==> src/rtl/flash_word_fetcher.sv <==
// Fetches one 32-bit word from the flash controller (Avalon-MM) per change of
// the requested word address, and holds it stable for the playback FSM.
module flash_word_fetcher #(
   parameter int ADDR_W         = 23,
   parameter int DATA_W         = 32,
   parameter int TIMEOUT_CYCLES = 255
) (
   input  logic              clk,
   input  logic              reset,
   input  logic              enable,
   input  logic [ADDR_W-1:0] req_address,
   output logic              flash_mem_read,
   output logic [ADDR_W-1:0] flash_mem_address,
   output logic [3:0]        flash_mem_byteenable,
   input  logic              flash_mem_waitrequest,
   input  logic [DATA_W-1:0] flash_mem_readdata,
   input  logic              flash_mem_readdatavalid,
   output logic [DATA_W-1:0] word_out,
   output logic              word_valid,
   output logic              busy,
   output logic              timeout_err
);

   typedef enum logic [1:0] {
      ST_IDLE      = 2'd0,
      ST_ISSUE     = 2'd1,
      ST_WAIT_DATA = 2'd2,
      ST_CHECK     = 2'd3
   } state_t;

   localparam logic [7:0] TMO_LAST = 8'(TIMEOUT_CYCLES - 1);

   state_t              state_r, state_nxt_s;
   logic [ADDR_W-1:0]   req_meta_r, req_q_r;
   logic [ADDR_W-1:0]   last_addr_r, last_addr_nxt_s;
   logic [ADDR_W-1:0]   fetch_addr_r, fetch_addr_nxt_s;
   logic                first_done_r, first_done_nxt_s;
   logic [7:0]          tmo_cnt_r, tmo_cnt_nxt_s;
   logic                read_nxt_s;
   logic [ADDR_W-1:0]   address_nxt_s;
   logic [DATA_W-1:0]   word_nxt_s;
   logic                word_valid_nxt_s;
   logic                busy_nxt_s;
   logic                timeout_err_nxt_s;
   logic                fetch_needed_s;

   assign flash_mem_byteenable = 4'b1111;
   assign fetch_needed_s = enable & (~first_done_r | (req_q_r != last_addr_r));

   // Two-flop register stage on the requested address.
   always_ff @(posedge clk) begin
      if (reset) begin
         req_meta_r <= '0;
         req_q_r    <= '0;
      end else begin
         req_meta_r <= req_address;
         req_q_r    <= req_meta_r;
      end
   end

   // FSM state register.
   always_ff @(posedge clk) begin
      if (reset) begin
         state_r <= ST_IDLE;
      end else begin
         state_r <= state_nxt_s;
      end
   end

   // Next-state and next-output logic.
   always_comb begin
      state_nxt_s       = state_r;
      last_addr_nxt_s   = last_addr_r;
      fetch_addr_nxt_s  = fetch_addr_r;
      first_done_nxt_s  = first_done_r;
      tmo_cnt_nxt_s     = tmo_cnt_r;
      read_nxt_s        = flash_mem_read;
      address_nxt_s     = flash_mem_address;
      word_nxt_s        = word_out;
      word_valid_nxt_s  = word_valid;
      timeout_err_nxt_s = timeout_err;
      case (state_r)
         ST_IDLE: begin
            if (fetch_needed_s) begin
               fetch_addr_nxt_s = req_q_r;
               address_nxt_s    = req_q_r;
               read_nxt_s       = 1'b1;
               word_valid_nxt_s = 1'b0;
               state_nxt_s      = ST_ISSUE;
            end else begin
               read_nxt_s  = 1'b0;
               state_nxt_s = ST_IDLE;
            end
         end
         ST_ISSUE: begin
            if (!flash_mem_waitrequest) begin
               read_nxt_s    = 1'b0;
               tmo_cnt_nxt_s = 8'd0;
               state_nxt_s   = ST_WAIT_DATA;
            end else begin
               read_nxt_s  = 1'b1;
               state_nxt_s = ST_ISSUE;
            end
         end
         ST_WAIT_DATA: begin
            // Data is checked before the terminal count so a simultaneous
            // arrival is accepted rather than flagged.
            if (flash_mem_readdatavalid) begin
               word_nxt_s       = flash_mem_readdata;
               last_addr_nxt_s  = fetch_addr_r;
               first_done_nxt_s = 1'b1;
               state_nxt_s      = ST_CHECK;
            end else if (tmo_cnt_r == TMO_LAST) begin
               timeout_err_nxt_s = 1'b1;
               last_addr_nxt_s   = fetch_addr_r;
               first_done_nxt_s  = 1'b1;
               state_nxt_s       = ST_IDLE;
            end else begin
               tmo_cnt_nxt_s = tmo_cnt_r + 8'd1;
               state_nxt_s   = ST_WAIT_DATA;
            end
         end
         ST_CHECK: begin
            word_valid_nxt_s = (req_q_r == fetch_addr_r);
            state_nxt_s      = ST_IDLE;
         end
         default: begin
            read_nxt_s  = 1'b0;
            state_nxt_s = ST_IDLE;
         end
      endcase
      busy_nxt_s = (state_nxt_s != ST_IDLE);
   end

   // Registered outputs and datapath state.
   always_ff @(posedge clk) begin
      if (reset) begin
         last_addr_r       <= '0;
         fetch_addr_r      <= '0;
         first_done_r      <= 1'b0;
         tmo_cnt_r         <= 8'd0;
         flash_mem_read    <= 1'b0;
         flash_mem_address <= '0;
         word_out          <= '0;
         word_valid        <= 1'b0;
         busy              <= 1'b0;
         timeout_err       <= 1'b0;
      end else begin
         last_addr_r       <= last_addr_nxt_s;
         fetch_addr_r      <= fetch_addr_nxt_s;
         first_done_r      <= first_done_nxt_s;
         tmo_cnt_r         <= tmo_cnt_nxt_s;
         flash_mem_read    <= read_nxt_s;
         flash_mem_address <= address_nxt_s;
         word_out          <= word_nxt_s;
         word_valid        <= word_valid_nxt_s;
         busy              <= busy_nxt_s;
         timeout_err       <= timeout_err_nxt_s;
      end
   end

endmodule
==> config.mk <==
export PLATFORM = sky130hd
export DESIGN_NAME = flash_word_fetcher
export DESIGN_NICKNAME = d
export VERILOG_FILES = /design/src/rtl/flash_word_fetcher.sv
export SDC_FILE = /design/constraint.sdc
export NUM_CORES = 1
export LEC_CHECK = 0
export ABC_AREA = 1
export CORE_UTILIZATION = 29
export CTS_BUF_LIST = sky130_fd_sc_hd__clkbuf_16
export CTS_CLUSTER_SIZE = 28
export DETAILED_ROUTE_END_ITERATION = 10
export GPL_TIMING_DRIVEN = 1
export HOLD_SLACK_MARGIN = 0.03
export SLEW_MARGIN = 10
export SYNTH_ARGS = -nofsm -noshare
export SYNTH_HDL_FRONTEND = slang
export SYNTH_SLANG_ARGS = --single-unit
==> constraint.sdc <==
create_clock -name clk -period 3.3 [get_ports clk]
set_input_delay 0.33 -clock clk [delete_from_list [all_inputs] [get_ports clk]]
set_output_delay 0.33 -clock clk [all_outputs]
set_load 0.05 [all_outputs]
==> results of run 1 <==
==> per-layer routing <==
layer  global-route usage  vias to the layer above
met4               0.0441                        0
li1                     -                     2581
met2                0.227                      119
met3               0.0611                        7
met1                0.168                     2110
met5                    0                        -
==> final timing paths <==
kind | cells after the start | slack, ns | endpoint
hold / removal | 2 | 0.40 | req_q_r[18]$_SDFF_PP0_
setup / recovery | 1 | 1.25 | flash_mem_address[20]
hold reg to reg | 2 | 0.40 | req_q_r[18]$_SDFF_PP0_
setup reg to reg | 9 | 1.34 | last_addr_r[5]$_SDFFE_PP0P_
==> cell families (layout without fill, tap and decap cells) <==
kind of cell               after synthesis  in the layout
and+or+nand+nor                        376            376
DFF                                    139            139
xor gates and xnor gates                18             18
AOI/OAI and AO/OA                       92             92
buffers and inverters                  154            276
other                                    1              4
adders and majority gates                2              2
==> layout make-up <==
class	instances	area, um^2	area share
Timing Repair Buffer	125	1230	0.161
Inverter	119	449	0.0590
Clock inverter	15	184	0.0242
Tap cell	260	325	0.0427
Sequential cell	139	2780	0.366
Multi-Input combinational cell	492	2210	0.291
Clock buffer	17	425	0.0559
==> report_power, final <==
part | switching [mW] | internal [mW] | leakage, nW
clock network | 0.708 | 1.25 | 0.299
logic | 0.383 | 0.241 | 1.94
registers | 0.0694 | 1.76 | 1.14
==> state kept, by name, summed over array words and instances (netlist names) <==
name	flops
busy	1
fetch_addr_r	23
first_done_r	1
flash_mem_read	1
last_addr_r	23
req_meta_r	23
req_q_r	23
state_r	2
timeout_err	1
tmo_cnt_r	8
word_out	32
word_valid	1
==> layout by cell type, fill, tap and decap left out, types with 2 or more instances in the layout <==
cell type        count
clkbuf_16           17
buf_4                7
ha_1                 2
a21oi_1             26
conb_1               4
dfxtp_1            139
xor2_1              10
nor2_1             193
bufinv_16            4
nand2_1            127
nand2_2              2
nor3_1               2
clkinv_1             3
nor2_4               2
clkinvlp_4           2
xnor2_1              8
inv_2               14
nor2_2               9
nand4_1              3
clkdlybuf4s50_1    117
inv_1              107
o21ai_1              9
nor3_2               2
o21ai_0             54
nand3_1             31
clkinv_4             3
==> results.sh, run 1 <==
export IMPL_fp_row_count=50
export IMPL_grt_max_degree=52
export IMPL_start_util=0.298
export IMPL_ys_ff_latch=139
export IMPL_muxShareOfSynthArea=0
export IMPL_core_um2=18900
export IMPL_async_flop_share=0
export IMPL_crit_path_top_delay_cell="clkdlybuf4s50_1"
export IMPL_drt_total_wl_um=13200
export IMPL_synth_distinct_cells=32
export IMPL_fin_cells=1167
export IMPL_clk_pin_slew_ns=0.06
export IMPL_routabilityCongestion=0.756
export IMPL_wl_met2_um=5800
export IMPL_arrival_ns=1.72
export IMPL_cts_num_sinks=139
export IMPL_grt_pass1_vias=4625
export IMPL_final_area_um2=7610
export IMPL_met1_length_um=6230
export IMPL_postSynthAreaPerCell_um2=7.21
export IMPL_initialDrtViolationCount=228
export IMPL_num_vias=4817
export IMPL_start_kind="flop"
export IMPL_maxUsedRoutingLayer="met4"
export IMPL_syn_area_um2=5640
export IMPL_p_leak_nw=3.38
export IMPL_finalMaxSlewViolations=0
export IMPL_synth_compound_area_share=0.0837
export IMPL_cp_end_kind="primary output"
export IMPL_worst_pin_slew_ns=0.575
export IMPL_synth_edf_count=0
export IMPL_status="finished, final reports clean"
export IMPL_dp_slack_ns=1.12
export IMPL_clockRootBuffer="clkbuf_16"
export IMPL_peakVddDrop_uv=362
export IMPL_maxCapViolCount=0
export IMPL_clock_skew_ns=0.0125
export IMPL_finish_utilization=0.403
export IMPL_yosysMostFrequentCell="nor2_1"
export IMPL_synth_fa_ha_area_frac=0.00444
export IMPL_cp_required_ns=2.97
export IMPL_antenna_found_initial=0
export IMPL_synth_top_family_by_area="simple AND/OR/NAND/NOR gates"
export IMPL_maxSlewHeadroom=0.616
export IMPL_syn2layout_area_growth_pct=35.0
export IMPL_hold_viol=0
export IMPL_period_minus_slack_ns=2.05
export IMPL_gr_total_overflow=0
export IMPL_nets=956
export IMPL_yosysSeqAreaShare=0.494
export IMPL_dr_pass1_iters=4
export IMPL_synthTopCellsByArea="dfxtp_1 49%, nor2_1 13%, nand2_1 8.5%"
export IMPL_clock_path_buffers=2
export IMPL_cts_buffers=17
export IMPL_postPlaceCellArea_um2=7000
export IMPL_fin_tns_setup_ns=0
export IMPL_ant_nets=0
export IMPL_diodes=0
export IMPL_dp_cells=1135
export IMPL_dpl_hpwl_um=8960
export IMPL_yosysTopAreaCell="dfxtp_1"
export IMPL_fmax_mhz=488
export IMPL_critPathKind="flop to primary output"
export IMPL_grt_pass1_wl_um=22200
export IMPL_route_met3_wl_um=1080
export IMPL_crit_start="fetch_addr_r[20]$_SDFFE_PP0P_"
export IMPL_avgRoutedWirePerCell_um=11.3
export IMPL_synthSimpleGateAreaFrac=0.274
export IMPL_ctsHoldBuffers=0
export IMPL_yosysWarnings=0
export IMPL_path_cells="clkdlybuf4s50_1"
export IMPL_synth_flop_cell="dfxtp_1"
export IMPL_rsz0062_at_grt="no"
export IMPL_syn_inst=782
export IMPL_hp_start="req_meta_r[18]$_SDFF_PP0_"
export IMPL_tritoncts="built"
export IMPL_insertion_delay_ns=0.41
export IMPL_holdWs_ns=0.399
export IMPL_ios=123
export IMPL_finalWorstSetupSlack_ns=1.25
export IMPL_die_width_um=141
export IMPL_r2r_start="tmo_cnt_r[0]$_SDFFE_PP0P_"
export IMPL_die_h_um=141
export IMPL_cts_max_level=4
export IMPL_n_fill_cell=1987
export IMPL_min_path_type="flop to flop"
export IMPL_synthXorXnorAreaFrac=0.0280
export IMPL_worst_path_buf_inv=1
export IMPL_cpPeakStageDelay_ns=0.89
export IMPL_via_per_inst=4.13
export IMPL_io_buffers=118
export IMPL_synth_common_cells="193 x nor2_1, 139 x dfxtp_1, 127 x nand2_1"
export IMPL_drcViolationCount=0
export IMPL_power_density_nw_per_um2=580
export IMPL_cp_max_fo=4
export IMPL_drive_gt1_frac=0.0750
export IMPL_post_cts_buffers=0
export IMPL_power_total_mw=4.42
export IMPL_grt_use_total=0.140
export IMPL_cts_resized_gates=0
export IMPL_dieArea_um2=20000
export IMPL_period_share=0.621
export IMPL_final_setup_viol_count=0
export IMPL_synth_top_area_frac=0.494
export IMPL_cpLargestDelayFamily="buffers and inverters"
No activity file was read; power rests on OpenSTA's default activity.
==> run 2: changes to the inputs <==
==> constraint.sdc (replaced) <==
create_clock -name clk -period 2.13 [get_ports clk]
set_input_delay 0.213 -clock clk [delete_from_list [all_inputs] [get_ports clk]]
set_output_delay 0.213 -clock clk [all_outputs]
set_load 0.05 [all_outputs]
==> run 2 against run 1 <==
Against the previous run: final area decreased by 0.39%; sequential share of layout area up 0.14 points; critical endpoint unchanged; die area unchanged; register-to-register slack got worse by 0.98 ns; core utilization shrank 0.16 points; combinational power up 56%; worst setup slack worse by 1.0 ns; total power rose by 50%; routed wire length is essentially flat; clock-buffer cell count stayed put; non-clock buffer count is 3 higher; critical path type unchanged; first-iteration DRC count down 26%; largest cell class unchanged.
==> results.sh, run 2 (synthesized netlist as in run 1, its figures left out) <==
export IMPL_final_common_cell="nor2_1"
export IMPL_largest_reg_flops=32
export IMPL_hold_viol=0
export IMPL_routabilityCongestion=0.760
export IMPL_ctsHoldBuffers=0
export IMPL_cts_buffers=17
export IMPL_cp_end_kind="primary output"
export IMPL_top_register="word_out"
export IMPL_rrSetupSlack_ns=0.36
export IMPL_post_cts_buffers=0
export IMPL_nets=959
export IMPL_crit_path_top_delay_cell="clkdlybuf4s50_1"
export IMPL_clock_path_buffers=2
export IMPL_drive_gt1_frac=0.0792
export IMPL_arrival_ns=1.69
export IMPL_grt_pass1_vias=4551
export IMPL_antenna_found_initial=0
export IMPL_ios=123
export IMPL_grt_pass1_wl_um=22300
export IMPL_syn2layout_area_growth_pct=34.5
export IMPL_gr_total_overflow=0
export IMPL_grt_use_total=0.143
export IMPL_period_share=0.895
export IMPL_die_h_um=141
export IMPL_maxSlewHeadroom=0.626
export IMPL_start_util=0.298
export IMPL_status="finished, final reports clean"
export IMPL_min_path_type="primary input to flop"
export IMPL_cts_num_sinks=139
export IMPL_worst_path_buf_inv=1
export IMPL_path_cells="clkdlybuf4s50_1"
export IMPL_maxCapViolCount=0
export IMPL_rsz0062_at_grt="no"
export IMPL_drt_total_wl_um=13200
export IMPL_finish_utilization=0.401
export IMPL_diodes=0
export IMPL_cts_max_level=4
export IMPL_ant_nets=0
export IMPL_clockRootBuffer="clkbuf_16"
export IMPL_clock_skew_ns=0.00841
export IMPL_clk_pin_slew_ns=0.06
export IMPL_grt_max_degree=52
export IMPL_period_minus_slack_ns=1.91
export IMPL_fp_row_count=50
export IMPL_cpLargestDelayFamily="buffers and inverters"
export IMPL_via_per_inst=4.09
export IMPL_finalMaxSlewViolations=0
export IMPL_peakVddDrop_uv=560
export IMPL_fin_tns_setup_ns=0
export IMPL_dpl_hpwl_um=9130
export IMPL_start_kind="flop"
export IMPL_cts_resized_gates=0
export IMPL_num_vias=4783
export IMPL_power_density_nw_per_um2=871
export IMPL_worst_pin_slew_ns=0.560
export IMPL_dieArea_um2=20000
export IMPL_mostFrequentLayoutCells="193 x nor2_1, 139 x dfxtp_1, 127 x nand2_1"
export IMPL_dr_pass1_iters=7
export IMPL_avgRoutedWirePerCell_um=11.3
export IMPL_n_fill_cell=1983
export IMPL_critPathKind="flop to primary output"
export IMPL_insertion_delay_ns=0.41
export IMPL_cpPeakStageDelay_ns=0.87
export IMPL_tritoncts="built"
export IMPL_final_setup_viol_count=0
export IMPL_core_um2=18900
export IMPL_power_total_mw=6.61
export IMPL_cp_max_fo=4
export IMPL_initialDrtViolationCount=169
export IMPL_die_width_um=141
export IMPL_io_buffers=118
export IMPL_drcViolationCount=0
export IMPL_cp_required_ns=1.92
export IMPL_p_leak_nw=3.35
export IMPL_fmax_mhz=524
[run 2: cell types whose count changed in the layout (fill, tap and decap cells not counted)]
cell,previous run,this run
buf_4,7,10
clkinvlp_4,2,5
inv_1,107,104
bufinv_16,4,2
clkinv_2,0,2
clkinv_4,3,1
clkinv_1,3,4
[run 2: path summary, 6_finish.rpt]
check,startpoint,endpoint,depth (start not counted)
hold / removal,reset,fetch_addr_r[0]$_SDFFE_PP0P_,4
hold reg to reg,req_meta_r[15]$_SDFF_PP0_,req_q_r[15]$_SDFF_PP0_,2
setup / recovery,fetch_addr_r[20]$_SDFFE_PP0P_,flash_mem_address[20],1
setup reg to reg,tmo_cnt_r[0]$_SDFFE_PP0P_,last_addr_r[12]$_SDFFE_PP0P_,9
[run 2: report_power, final]
| group | total, mW | switching [mW] | leakage (nW) | internal [mW] |
|---|---|---|---|---|
| registers | 2.84 | 0.107 | 1.14 | 2.73 |
| clock network | 2.79 | 1.10 | 0.257 | 1.69 |
| logic | 0.972 | 0.594 | 1.96 | 0.378 |
| total | 6.61 | 1.80 | 3.35 | 4.80 |
[run 2: layout make-up]
type	count	area, um^2	share of cell area
clock inverters	14	131	0.0173
repair buffers	128	1250	0.165
inverters	119	449	0.0593
clock buffers	17	425	0.0561
multi-input cells	492	2210	0.292
flip-flops and latches	139	2780	0.367
well taps	260	325	0.0429
[run 2: layer usage]
metal	vias up	routed length (um)	global-route usage
met4	0	160	0.0509
met1	2073	6130	0.174
li1	2581	-	-
met2	117	5860	0.228
met5	-	0	0
met3	12	1080	0.0560
[run 2: per-stage QoR]
| stage | setup slack, ns | instance area (um^2) | cells | hold WS (ns) |
|---|---|---|---|---|
| 3_3_place_gp | 0.361 | 7020 | 1138 | 0.391 |
| 5_1_grt | 0.111 | 7580 | 1169 | 0.262 |
| 2_1_floorplan | 0.720 | 5650 | 785 | 0.320 |
| 6_report | 0.223 | 7580 | 1169 | 0.232 |
| 4_1_cts | 0.166 | 7580 | 1169 | 0.225 |
| 3_5_place_dp | 0.337 | 7020 | 1138 | 0.392 |
==> run 3: changes to the inputs <==
--- a/config.mk
+++ b/config.mk
@@ -6,6 +6,7 @@
 export NUM_CORES = 1
 export LEC_CHECK = 0
 export ABC_AREA = 1
+export ABC_CLOCK_PERIOD_IN_PS = 2130
 export CORE_UTILIZATION = 29
 export CTS_BUF_LIST = sky130_fd_sc_hd__clkbuf_16
 export CTS_CLUSTER_SIZE = 28
==> constraint.sdc (replaced) <==
create_clock -name clk -period 2.13 [get_ports clk]
set_input_delay 0.213 -clock clk [delete_from_list [all_inputs] [get_ports clk]]
set_output_delay 0.213 -clock clk [all_outputs]
set_load 0.005 [all_outputs]
==> results of run 3 <==
The final DEF is identical to that of run 2. Status: finished, final reports clean.
Among the figures that moved: setup slack after layout 0.223 ns -> 0.359 ns; start point of the critical path fetch_addr_r[20]$_SDFFE_PP0P_ -> tmo_cnt_r[0]$_SDFFE_PP0P_; end point of the critical path flash_mem_address[20] -> last_addr_r[12]$_SDFFE_PP0P_; total power 6.61 mW -> 6.36 mW; worst IR drop on VDD 560 uV -> 559 uV
